[config.mk]
export PLATFORM = sky130hd
export DESIGN_NAME = button_debouncer
export DESIGN_NICKNAME = d
export VERILOG_FILES = /design/src/rtl/button_debouncer.sv
export SDC_FILE = /design/constraint.sdc
export NUM_CORES = 1
export LEC_CHECK = 0
export CORE_AREA = 2 2 57 59
export CTS_CLUSTER_DIAMETER = 40
export DETAILED_ROUTE_END_ITERATION = 6
export DIE_AREA = 0 0 59 61
export PLACE_DENSITY_LB_ADDON = 0.08
export SETUP_SLACK_MARGIN = 0.3
export SYNTH_ARGS = -nofsm -noshare
export SYNTH_HDL_FRONTEND = slang
export SYNTH_SLANG_ARGS = --single-unit
[constraint.sdc]
create_clock -name clk -period 3.44 [get_ports clk]
set_input_delay 1.032 -clock clk [delete_from_list [all_inputs] [get_ports clk]]
set_output_delay 1.032 -clock clk [all_outputs]
set_load 0.01 [all_outputs]
[src/rtl/button_debouncer.sv]
// Push-button debouncer: two-flop synchroniser followed by a four-state
// qualification FSM. The debounced level only flips after the synchronised
// pin has disagreed with it for STABLE_CYCLES consecutive clocks. Single-cycle
// press/release events accompany each flip.
module button_debouncer #(
  parameter int STABLE_CYCLES = 500000,
  parameter int COUNT_WIDTH   = 20
) (
  input  logic clk,
  input  logic reset,
  input  logic raw_in,
  output logic pressed,
  output logic press_pulse,
  output logic release_pulse
);

  typedef enum logic [1:0] {
    IDLE_LOW  = 2'b00,
    WAIT_HIGH = 2'b01,
    IDLE_HIGH = 2'b10,
    WAIT_LOW  = 2'b11
  } state_t;

  // Count value at which the next disagreeing edge completes qualification.
  localparam logic [COUNT_WIDTH-1:0] LAST_COUNT = COUNT_WIDTH'(STABLE_CYCLES - 1);
  // With a one-cycle window the idle states flip directly, skipping WAIT_*.
  localparam bit SINGLE_CYCLE = (STABLE_CYCLES == 1);

  logic                   sync0_q;
  logic                   sync1_q;
  state_t                 state_q;
  logic [COUNT_WIDTH-1:0] count_q;
  logic [COUNT_WIDTH-1:0] count_inc_d;
  logic                   pressed_q;
  logic                   press_pulse_q;
  logic                   release_pulse_q;

  // Two-flop synchroniser; raw_in is asynchronous to clk.
  always_ff @(posedge clk or posedge reset) begin
    if (reset) begin
      sync0_q <= 1'b0;
      sync1_q <= 1'b0;
    end else begin
      sync0_q <= raw_in;
      sync1_q <= sync0_q;
    end
  end

  // Incremented stability count; only used in WAIT_* below LAST_COUNT, so it never wraps.
  always_comb begin
    count_inc_d = count_q + COUNT_WIDTH'(1);
  end

  // Qualification FSM with registered level and one-shot event outputs.
  always_ff @(posedge clk or posedge reset) begin
    if (reset) begin
      state_q         <= IDLE_LOW;
      count_q         <= '0;
      pressed_q       <= 1'b0;
      press_pulse_q   <= 1'b0;
      release_pulse_q <= 1'b0;
    end else begin
      // Pulses live for one cycle only; a flip below re-asserts the relevant one.
      press_pulse_q   <= 1'b0;
      release_pulse_q <= 1'b0;
      case (state_q)
        IDLE_LOW: begin
          if (sync1_q) begin
            if (SINGLE_CYCLE) begin
              state_q       <= IDLE_HIGH;
              count_q       <= '0;
              pressed_q     <= 1'b1;
              press_pulse_q <= 1'b1;
            end else begin
              state_q <= WAIT_HIGH;
              count_q <= COUNT_WIDTH'(1);
            end
          end else begin
            count_q <= '0;
          end
        end
        WAIT_HIGH: begin
          if (!sync1_q) begin
            // Glitch shorter than the window: drop it silently.
            state_q <= IDLE_LOW;
            count_q <= '0;
          end else if (count_q == LAST_COUNT) begin
            state_q       <= IDLE_HIGH;
            count_q       <= '0;
            pressed_q     <= 1'b1;
            press_pulse_q <= 1'b1;
          end else begin
            count_q <= count_inc_d;
          end
        end
        IDLE_HIGH: begin
          if (!sync1_q) begin
            if (SINGLE_CYCLE) begin
              state_q         <= IDLE_LOW;
              count_q         <= '0;
              pressed_q       <= 1'b0;
              release_pulse_q <= 1'b1;
            end else begin
              state_q <= WAIT_LOW;
              count_q <= COUNT_WIDTH'(1);
            end
          end else begin
            count_q <= '0;
          end
        end
        WAIT_LOW: begin
          if (sync1_q) begin
            state_q <= IDLE_HIGH;
            count_q <= '0;
          end else if (count_q == LAST_COUNT) begin
            state_q         <= IDLE_LOW;
            count_q         <= '0;
            pressed_q       <= 1'b0;
            release_pulse_q <= 1'b1;
          end else begin
            count_q <= count_inc_d;
          end
        end
        default: begin
          // Unreachable encodings recover to the reset condition.
          state_q   <= IDLE_LOW;
          count_q   <= '0;
          pressed_q <= 1'b0;
        end
      endcase
    end
  end

  assign pressed       = pressed_q;
  assign press_pulse   = press_pulse_q;
  assign release_pulse = release_pulse_q;

endmodule

**Yosys cells after proc, flatten, opt, wreduce, memory -nomap -nowiden**

Index checks and enable logic that the tools add are counted.

- Memory bits (read-only): 0
- Memories: 0
- Flip-flop bits (word level): 27
- Bits in latches: 0
- Output and inout bits: 3
- Memory bits (writable): 0

- Reductions and logical operators: 4
- Bitwise operators: 0
- Muxes and demuxes: 23
- Equality and inequality tests: 12
- Div/mod/pow operators: 0
- Shifts and indexed selects: 0
- $add $sub $neg: 1
- Multiply operators: 0
- Magnitude comparators: 0

Operators with widths:

| kind | count |
|---|---|
| $pmux 20 s4 | 1 |
| $mux 20 | 3 |
| $add 20x1->20 const B | 1 |
| $eq 20x19->1 const B | 1 |
| $mux 2 | 6 |
| $ne 2x2->1 const B | 6 |
| $mux 1 | 11 |
| $pmux 2 s4 | 1 |
| $ne 3x3->1 const B | 2 |
| $reduce_and 5->1 | 1 |
| $eq 2x2->1 const B | 2 |
| $reduce_and 4->1 | 1 |
| $eq 2x1->1 const B | 1 |
| $logic_not 2->1 | 1 |
| $pmux 1 s2 | 1 |
| $reduce_bool 2->1 | 1 |

**Logic depth before layout (Yosys ltp)**

Gate-level depths: netlist (run 1).

- Depth after elaboration: 4
- Mapped depth: 6
- Mapped depth without buffers: 5

**Worst setup path after synthesis (run 1)**

OpenSTA, ideal clock, no wires.

- Path kind: reg2reg
- From: reg count_q[5]
- To: reg count_q[17]
- Stages on the path, launching flop included: 6
- Arrival time: 1.780 ns
- Path buffers: 1
- Setup time: 0.082 ns
- Setup slack: 1.578 ns
- Required time: 3.358 ns
- Path through: dfrtp_1 > nand4_2 > or4_1 > buf_2 > or4_1 > a21oi_1

- Cells in the longest elaborated chain, start to end: 4

Ends and longest elaborated chain:

| item | line | source |
|---|---|---|
| start, declared | 32 | `logic [COUNT_WIDTH-1:0] count_q;` |
| start signal, assigned | 93 | `count_q <= count_inc_d;` |
| start signal, assigned | 121 | `count_q <= count_inc_d;` |
| $add 20x1->20 or $eq 20x19->1 (tied branches) | 51, 87, 115 |  |
| $mux 20 * | 87, 115 |  |
| $mux 20, on equally long branches | 112, 83 |  |
| $pmux 20 s4 * | 66 | `case (state_q)` |

Every way passes the cells marked *; elsewhere a longest branch is shown, timed or not.
A chain may end at the register's enable or synchronous reset.

**Final worst setup path (run 1)**

- From: reg pressed_q (netlist: pressed)
- To: out pressed

RTL lines:

| item | line | source |
|---|---|---|
| start, declared | 34 | `logic pressed_q;` |
| start signal, assigned | 59 | `pressed_q <= 1'b0;` |
| start signal, assigned | 72 | `pressed_q <= 1'b1;` |
| start signal, assigned | 90 | `pressed_q <= 1'b1;` |
| end, declared | 12 | `output logic pressed,` |

No word-level cell between the ends.

==> results.json, run 1 <==
{
  "ys_top_cells_by_area": "dfrtp_1 (53%), xnor2_1 (4.8%), nor2_1 (4.4%), xor2_1 (4.1%), nand3_1 (2.8%)",
  "post-cts-setup-buffer-count": 0,
  "worst-path-buf-inv": 1,
  "h-tree-depth": 1,
  "maxCapViolCount": 0,
  "core_mm2": 0.00295,
  "cts.sinks": 27,
  "rsz0062_at_grt": "no",
  "async_flop_share_pct": 100,
  "diodes": 0,
  "route.met3.wl_um": 45,
  "maxClockFrequency_mhz": 434,
  "grt_pass1_vias": 951,
  "cp_cell_sequence": "clkdlybuf4s50_1",
  "clock_skew_ps": 6.45,
  "top_layer_used": "met4",
  "wl_um": 2280,
  "cts.clk_slew.worst_paths_ps": 150,
  "timing.hold.ws_ps": 369,
  "rows": 20,
  "io_pins": 6,
  "worst_pin_slew_ps": 387,
  "numCtsBuffers": 3,
  "routedWlPerCell_um": 13.5,
  "overflow": 0,
  "wl_met2_um": 1060,
  "p_leak_uw": 0.000554,
  "cts_hold_buf": 0,
  "io_buffers": 5,
  "antenna_found_initial": 0,
  "endpoint_kind": "primary output",
  "grtUsageTotal_pct": 15.5,
  "syn_area_mm2": 0.00127,
  "path_class": "reg -> out",
  "synth_nets": 131,
  "layout-drive-gt1-share_pct": 8.09,
  "drt-vias-per-instance": 5.47,
  "fp.dieArea_mm2": 0.00360,
  "cts_tree": "done",
  "ctsResizeCount": 0,
  "status": "finished, final reports clean",
  "ff2ff_path_depth": 5,
  "cpPeakStageDelay_ps": 540,
  "crit_path_start_kind": "register",
  "initialDrtViolationCount": 26,
  "cp_top_family": "buffers and inverters",
  "die_w_um": 59,
  "insertion_delay_ps": 330,
  "drt-met1-wl_um": 1150,
  "synth-edff-count": 0,
  "cp_slowest_cell": "clkdlybuf4s50_1",
  "root_buffer": "clkbuf_4",
  "start_util_pct": 43.0,
  "dr_total_vias": 925,
  "path_depth": 1,
  "synthCells": 127,
  "layout_commonest_cell": "dfrtp_1",
  "final_cell_mix": "dfrtp_1 (27), nor2_1 (15), inv_1 (8), nand3_1 (7), xnor2_1 (7)",
  "synth_top_area_share_pct": 53.2,
  "worstHoldPathCells": 0,
  "grt_max_degree": 28,
  "peakVddDrop_v": 0.000112,
  "cts_buffer_depth": 2,
  "grt_pass1_wl_um": 4200,
  "chipHeight_um": 61,
  "relSlewSlack_pct": 73.8,
  "yosysUniqueCellTypes": 29,
  "avgSynthCellArea_um2": 10.0,
  "syn_to_final_growth_pct": 9.95,
  "min_period_ps": 2310,
  "hpwl_um": 1630,
  "ant_nets": 0,
  "fin_crit_sh_pct": 67.0,
  "ys.flop_type": "dfrtp_1",
  "synth-seq-area-share_pct": 53.2,
  "required_ps": 2410,
  "synth-seq-cells": 27,
  "yosysWarnings": 0,
  "min_path_type": "reg -> reg",
  "drv_slew": 0,
  "path_max_fanout": 3,
  "finalSetupViolations": 0,
  "nets": 141,
  "gp_congestion": 0.685,
  "critPathArrivalTime_ps": 1270,
  "powerDensity_mw_per_mm2": 349,
  "first_pass_iters": 4,
  "drc": 0,
  "synth_top_cell_by_area": "dfrtp_1",
  "tns_ps": 0,
  "hold_viol": 0
}
-- logic make-up after synthesis --
group	share of synthesized area, %
fa+ha+maj	0.985
xor+xnor	8.97
buf+inv	3.15
simple gates	24.9
compound gates	8.77
flops	53.2
-- state kept, by name, indices dropped and copies added, names as in the netlist, named ones only --
signal,flops
state_q,1
count_q,20
press_pulse,1
sync0_q,1
release_pulse,1
pressed,1
sync1_q,1
-- final cells by class --
type,count,area [um2]
clock buffers,3,22.5
inverters,8,30.0
repair buffers,7,65.1
multi-input cells,90,554
clock inverters,1,7.51
fillers,294,1560
flip-flops and latches,27,676
well taps,33,41.3
-- path summary, 6_finish.rpt --
check	slack, ps	from	endpoint
setup / recovery	1130	pressed	pressed
hold / removal	370	sync0_q	sync1_q
setup reg to reg	1380	count_q[0]	count_q[18]
hold reg to reg	370	sync0_q	sync1_q
max in group asynchronous	2150	reset	count_q[10]
min in group asynchronous	1040	reset	release_pulse
-- per-layer routing --
layer | track usage (%) | vias to the layer above
met5 | 0 | -
met4 | 5.84 | 0
met3 | 2.56 | 4
met2 | 25.9 | 7
met1 | 20.5 | 447
li1 | - | 467
-- where the power goes --
group / switching [uW] / internal, uW / total, uW
Sequential: 4.03 / 321 / 325
Combinational: 13.9 / 6.78 / 20.7
Clock: 96.8 / 44.5 / 141
Total: 115 / 373 / 487
-- Yosys cell counts (all sizes together), types with 2 or more instances --
library cell  number
a21oi              6
and3               2
and4               2
buf                2
dfrtp             27
inv                8
nand2              6
nand3              8
nand4              5
nor2              15
nor3               4
nor4               3
o21ai              6
o31ai              2
or3                7
or4                3
xnor2              7
xor2               6
-- through the flow --
step / power (uW) / utilization, % / area, um2 / std cells / setup slack [ps]
after floorplan: 344 / - / 1270 / 127 / 1580
after global placement: 352 / 46.3 / 1370 / 165 / 1440
after detailed placement: 353 / 46.3 / 1370 / 165 / 1420
after CTS: 498 / 47.3 / 1400 / 169 / 1110
after global routing: 512 / 47.3 / 1400 / 169 / 1070
final: 487 / 47.3 / 1400 / 169 / 1130
(Power assumes the default switching activity.)
==> run 2: changes to the inputs <==
==> constraint.sdc (replaced) <==
create_clock -name clk -period 2.3 [get_ports clk]
set_input_delay 0.69 -clock clk [delete_from_list [all_inputs] [get_ports clk]]
set_output_delay 0.69 -clock clk [all_outputs]
set_load 0.01 [all_outputs]
==> run 2 against run 1 <==
Net effect:
- cell count rose by 4.1%
- clock skew fell by 4.2 ps
- count of clock-buffer cells in the layout did not move
- sequential power rose by 50%
- die area did not move
- register-to-register slack got worse by 1000 ps
- wire length rose by 6.8%
- critical path type is now reg -> reg
- highest routed layer unchanged
==> results.json, run 2 (synthesis results as in run 1) <==
{
  "fin_crit_sh_pct": 84.3,
  "path_max_fanout": 8,
  "layout_commonest_cell": "dfrtp_1",
  "first_pass_iters": 4,
  "tns_ps": 0,
  "routedWlPerCell_um": 13.8,
  "switching_power_uw": 175,
  "comb_power_share_pct": 5.4,
  "min_path_type": "reg -> reg",
  "grt_max_degree": 20,
  "grt_pass1_vias": 943,
  "numCtsBuffers": 3,
  "p_int_uw": 564,
  "p_leak_uw": 0.000608,
  "clkPwrFrac_pct": 28.9,
  "cts.clk_slew.worst_paths_ps": 150,
  "fillCellCount": 290,
  "switching_share_pct": 23.7,
  "top_register": "count_q",
  "power_uw": 739,
  "insertion_delay_ps": 330,
  "diodes": 0,
  "finalSetupViolations": 0,
  "grt_pass1_wl_um": 4270,
  "chipHeight_um": 61,
  "ant_nets": 0,
  "largest_register_ffs": 20,
  "die_w_um": 59,
  "rsz0062_at_grt": "yes",
  "dr_total_vias": 950,
  "powerDensity_mw_per_mm2": 496,
  "cts_tree": "done",
  "maxClockFrequency_mhz": 516,
  "relSlewSlack_pct": 70.1,
  "core_mm2": 0.00295,
  "worstHoldPathCells": 0,
  "maxCapViolCount": 0,
  "initialDrtViolationCount": 24,
  "crit_path_start_kind": "register",
  "overflow": 0,
  "hold_viol": 0,
  "required_ps": 2570,
  "ff2ff_path_depth": 5,
  "antenna_found_initial": 0,
  "status": "finished, final reports clean",
  "rows": 20,
  "worst_pin_slew_ps": 448,
  "gp_congestion": 0.753,
  "cts_buffer_depth": 2,
  "drv_slew": 0,
  "cts.sinks": 27,
  "critPathArrivalTime_ps": 2210,
  "io_buffers": 5,
  "h-tree-depth": 1,
  "clock_skew_ps": 2.28,
  "peakVddDrop_v": 0.000196,
  "grtUsageTotal_pct": 15.9,
  "min_period_ps": 1940,
  "drt-vias-per-instance": 5.40,
  "p_seq_share_pct": 65.7,
  "io_pins": 6,
  "layout-drive-gt1-share_pct": 18.9,
  "start_util_pct": 43.0,
  "syn_to_final_growth_pct": 17.2,
  "wl_um": 2440,
  "hpwl_um": 1680,
  "final_cell_mix": "dfrtp_1 (23), nor2_1 (15), inv_1 (8), buf_4 (8)",
  "endpoint_kind": "register",
  "root_buffer": "clkbuf_4",
  "path_class": "reg -> reg",
  "nets": 148,
  "drc": 0,
  "fp.dieArea_mm2": 0.00360
}
==> run 2: cell count changes in the layout (fill, tap and decap cells not counted), moves of 2 or more <==
cell	delta
or4_1	-2
or4_4	+2
buf_4	+6
dfrtp_2	+4
dfrtp_1	-4
==> run 2: final cells by class <==
class                           instances  area, um2  area share (%)
Clock buffer                            3       22.5            1.51
Timing Repair Buffer                   14        133            8.91
Sequential cell                        27        681            45.7
Inverter                                8       30.0            2.02
Multi-Input combinational cell         90        574            38.6
Clock inverter                          1       7.51           0.504
Tap cell                               33       41.3            2.77
==> run 2: path summary, 6_finish.rpt <==
| kind | start | endpoint | slack [ps] |
|---|---|---|---|
| setup / recovery | count_q[0] | count_q[17] | 360 |
| hold / removal | sync0_q | sync1_q | 370 |
| setup reg to reg | count_q[0] | count_q[17] | 360 |
| hold reg to reg | sync0_q | sync1_q | 370 |
| max in group asynchronous | reset | count_q[5] | 1210 |
| min in group asynchronous | reset | count_q[17] | 640 |
==> run 2: worst max-delay path: stages, from the launching register on <==
cell and delay [ps]:
dfrtp_1 410, buf_4 120, nand2_1 100, or4_4 610
or4_1 490, a21oi_1 150
==> run 2: through the flow <==
stage	std cells	setup WS (ps)	hold slack (ps)	utilization [%]	area (um2)
3_5_place_dp	165	245	336	46.7	1380
6_report	176	360	370	50.4	1490
5_1_grt	176	274	376	50.4	1490
4_1_cts	169	307	371	47.8	1410
2_1_floorplan	127	438	331	-	1270
3_3_place_gp	165	287	333	46.7	1380
==> run 2: timing repair <==
item / 4_1_cts / 5_1_grt
buffers inserted: 0 / 7
setup endpoints to repair: 3 / 19
pin swaps: 0 / 1
hold buffers: 0 / 0
gates resized for setup: 1 / 9
==> run 2: layer usage <==
layer	global-route usage [%]	vias to the layer above	share of wire (%)
met5	0	-	0
met2	24.4	9	47
li1	-	486	-
met4	7.79	0	1.4
met1	22.1	451	50
met3	2.56	4	2.3
==> run 2: power by group through the flow <==
stage | Clock [uW] | Sequential [uW] | Combinational [uW]
after detailed placement | 0 | 495 | 35.5
after global placement | 0 | 495 | 34.9
after CTS | 224 | 486 | 35.5
after floorplan | 0 | 494 | 20.0
after global routing | 240 | 487 | 45.3
final | 214 | 486 | 39.6
==> run 3: changes to the inputs <==
==> constraint.sdc (replaced) <==
create_clock -name clk -period 1.9 [get_ports clk]
set_input_delay 0.57 -clock clk [delete_from_list [all_inputs] [get_ports clk]]
set_output_delay 0.57 -clock clk [all_outputs]
set_load 0.01 [all_outputs]
==> run 3 against run 2 <==
Net effect:
- cell area increased by 25%
- hold slack got worse by 4.8 ps
- die area unchanged
- clock skew increased by 5.4 ps
- combinational power increased by 60%
- critical path depth increased by 1
- count of clock-buffer cells in the layout unchanged
- non-clock buffer count increased by 25
- cell count increased by 14%
- sequential share of layout area decreased by 9.1 points
- maximum frequency increased by 8.4%
- critical endpoint is now count_q[16]
- largest power group unchanged
- highest routed layer unchanged
==> results.json, run 3 (synthesis results as in run 1) <==
{
  "routedWlPerCell_um": 15.4,
  "gp_congestion": 0.845,
  "syn_to_final_growth_pct": 46.5,
  "tns_ps": 0,
  "layout-drive-gt1-share_pct": 48.2,
  "initialDrtViolationCount": 22,
  "insertion_delay_ps": 330,
  "core_mm2": 0.00295,
  "powerDensity_mw_per_mm2": 486,
  "finalSetupViolations": 0,
  "wl_um": 3090,
  "maxCapViolCount": 0,
  "critPathArrivalTime_ps": 2030,
  "cp_cell_sequence": "ha_4 -> nand4_1 -> or4_4 -> buf_4 -> o21ai_0 -> a21oi_2",
  "maxClockFrequency_mhz": 559,
  "rsz0062_at_grt": "yes",
  "clock_skew_ps": 7.70,
  "crit_path_start_kind": "register",
  "dr_total_vias": 1088,
  "relSlewSlack_pct": 75.4,
  "chipHeight_um": 61,
  "path_max_fanout": 3,
  "hpwl_um": 1970,
  "path_class": "reg -> reg",
  "p_leak_uw": 0.000763,
  "hold_viol": 0,
  "io_pins": 6,
  "ant_nets": 0,
  "root_buffer": "clkbuf_4",
  "required_ps": 2140,
  "io_buffers": 5,
  "nets": 173,
  "fillCellCount": 243,
  "worst_pin_slew_ps": 369,
  "cts.clk_slew.worst_paths_ps": 150,
  "layout_commonest_cell": "buf_4",
  "status": "finished, final reports clean",
  "fp.dieArea_mm2": 0.00360,
  "drt-vias-per-instance": 5.41,
  "placed_cells": 177,
  "drc": 0,
  "first_pass_iters": 4,
  "cp_top_family": "simple AND/OR/NAND/NOR gates",
  "die_w_um": 59,
  "start_util_pct": 43.0,
  "largest_register_ffs": 20,
  "worst-path-buf-inv": 1,
  "top_register": "count_q",
  "grt_max_degree": 16,
  "stdcell_count": 201,
  "diodes": 0,
  "overflow": 0,
  "grt_pass1_vias": 1069,
  "worstHoldStart": "sync0_q",
  "drv_slew": 0,
  "reg2reg_setup_slack_ps": 110,
  "min_path_type": "reg -> reg",
  "cts_hold_buf": 0,
  "timing.rr.start": "count_q[1]",
  "endpoint_kind": "register",
  "cts.sinks": 27,
  "antenna_found_initial": 0,
  "cts_tree": "done",
  "crit_start": "count_q[1]",
  "rows": 20,
  "grtUsageTotal_pct": 19.2,
  "h-tree-depth": 1,
  "cp_slowest_cell": "or4_4",
  "final_cell_mix": "buf_4 (28), dfrtp_1 (23), inv_1 (8)",
  "cts_buffer_depth": 2,
  "numCtsBuffers": 3,
  "min_period_ps": 1790,
  "fin_crit_sh_pct": 94.2,
  "peakVddDrop_v": 0.000238,
  "grt_pass1_wl_um": 5020,
  "cpPeakStageDelay_ps": 520
}
## run 3: cell count changes in the layout (fill, tap and decap cells not counted), moves of 4 or more
cell,previous run,this run
or3_4,0,5
nor2_2,0,6
a21oi_1,5,1
buf_4,8,28
nor2_1,15,6
buf_6,0,6
a21oi_2,1,5
## run 3: area by class of cell
type	instances	area (um2)	area share, %
flip-flops and latches	27	681	36.6
multi-input cells	90	759	40.8
well taps	33	41.3	2.22
clock buffers	3	22.5	1.21
repair buffers	39	322	17.3
inverters	8	30.0	1.61
clock inverters	1	5.00	0.269
## run 3: per-stage QoR
step           hold WS [ps]  util (%)  instance area [um2]  power [uW]  worst slack, ps
5_1_grt                 372      63.0                 1860         946             59.4
6_report                365      63.0                 1860         904              111
4_1_cts                 368      57.2                 1690         903              135
2_1_floorplan           331         -                 1290         623             58.9
3_5_place_dp            335      49.7                 1470         643             79.3
3_3_place_gp            332      49.7                 1470         642              128
## run 3: worst paths after layout
check                         endpoint  cells after the start
min reg2reg                    sync1_q                      0
max in group asynchronous   count_q[0]                      3
min                            sync1_q                      0
max                        count_q[16]                      6
min in group asynchronous  count_q[18]                      2
max reg2reg                count_q[16]                      6
## run 3: power breakdown
group	internal [uW]	switching, uW
Clock	79.2	170
Combinational	28.1	35.4
Sequential	582	9.66
## run 3: per-layer routing
layer  up-vias  GRT usage (%)  routed length, um
met5         -              0                  0
met4         0           7.14                 44
met3         5           2.35                 65
met2        11           32.7               1550
met1       533           25.1               1430
li1        539              -                  -
## run 3: repair_timing
item                       CTS  global route
resized for setup           29            34
gates cloned                 1             0
pin swaps                   17             6
setup endpoints to repair   23            25
setup buffers               13             6
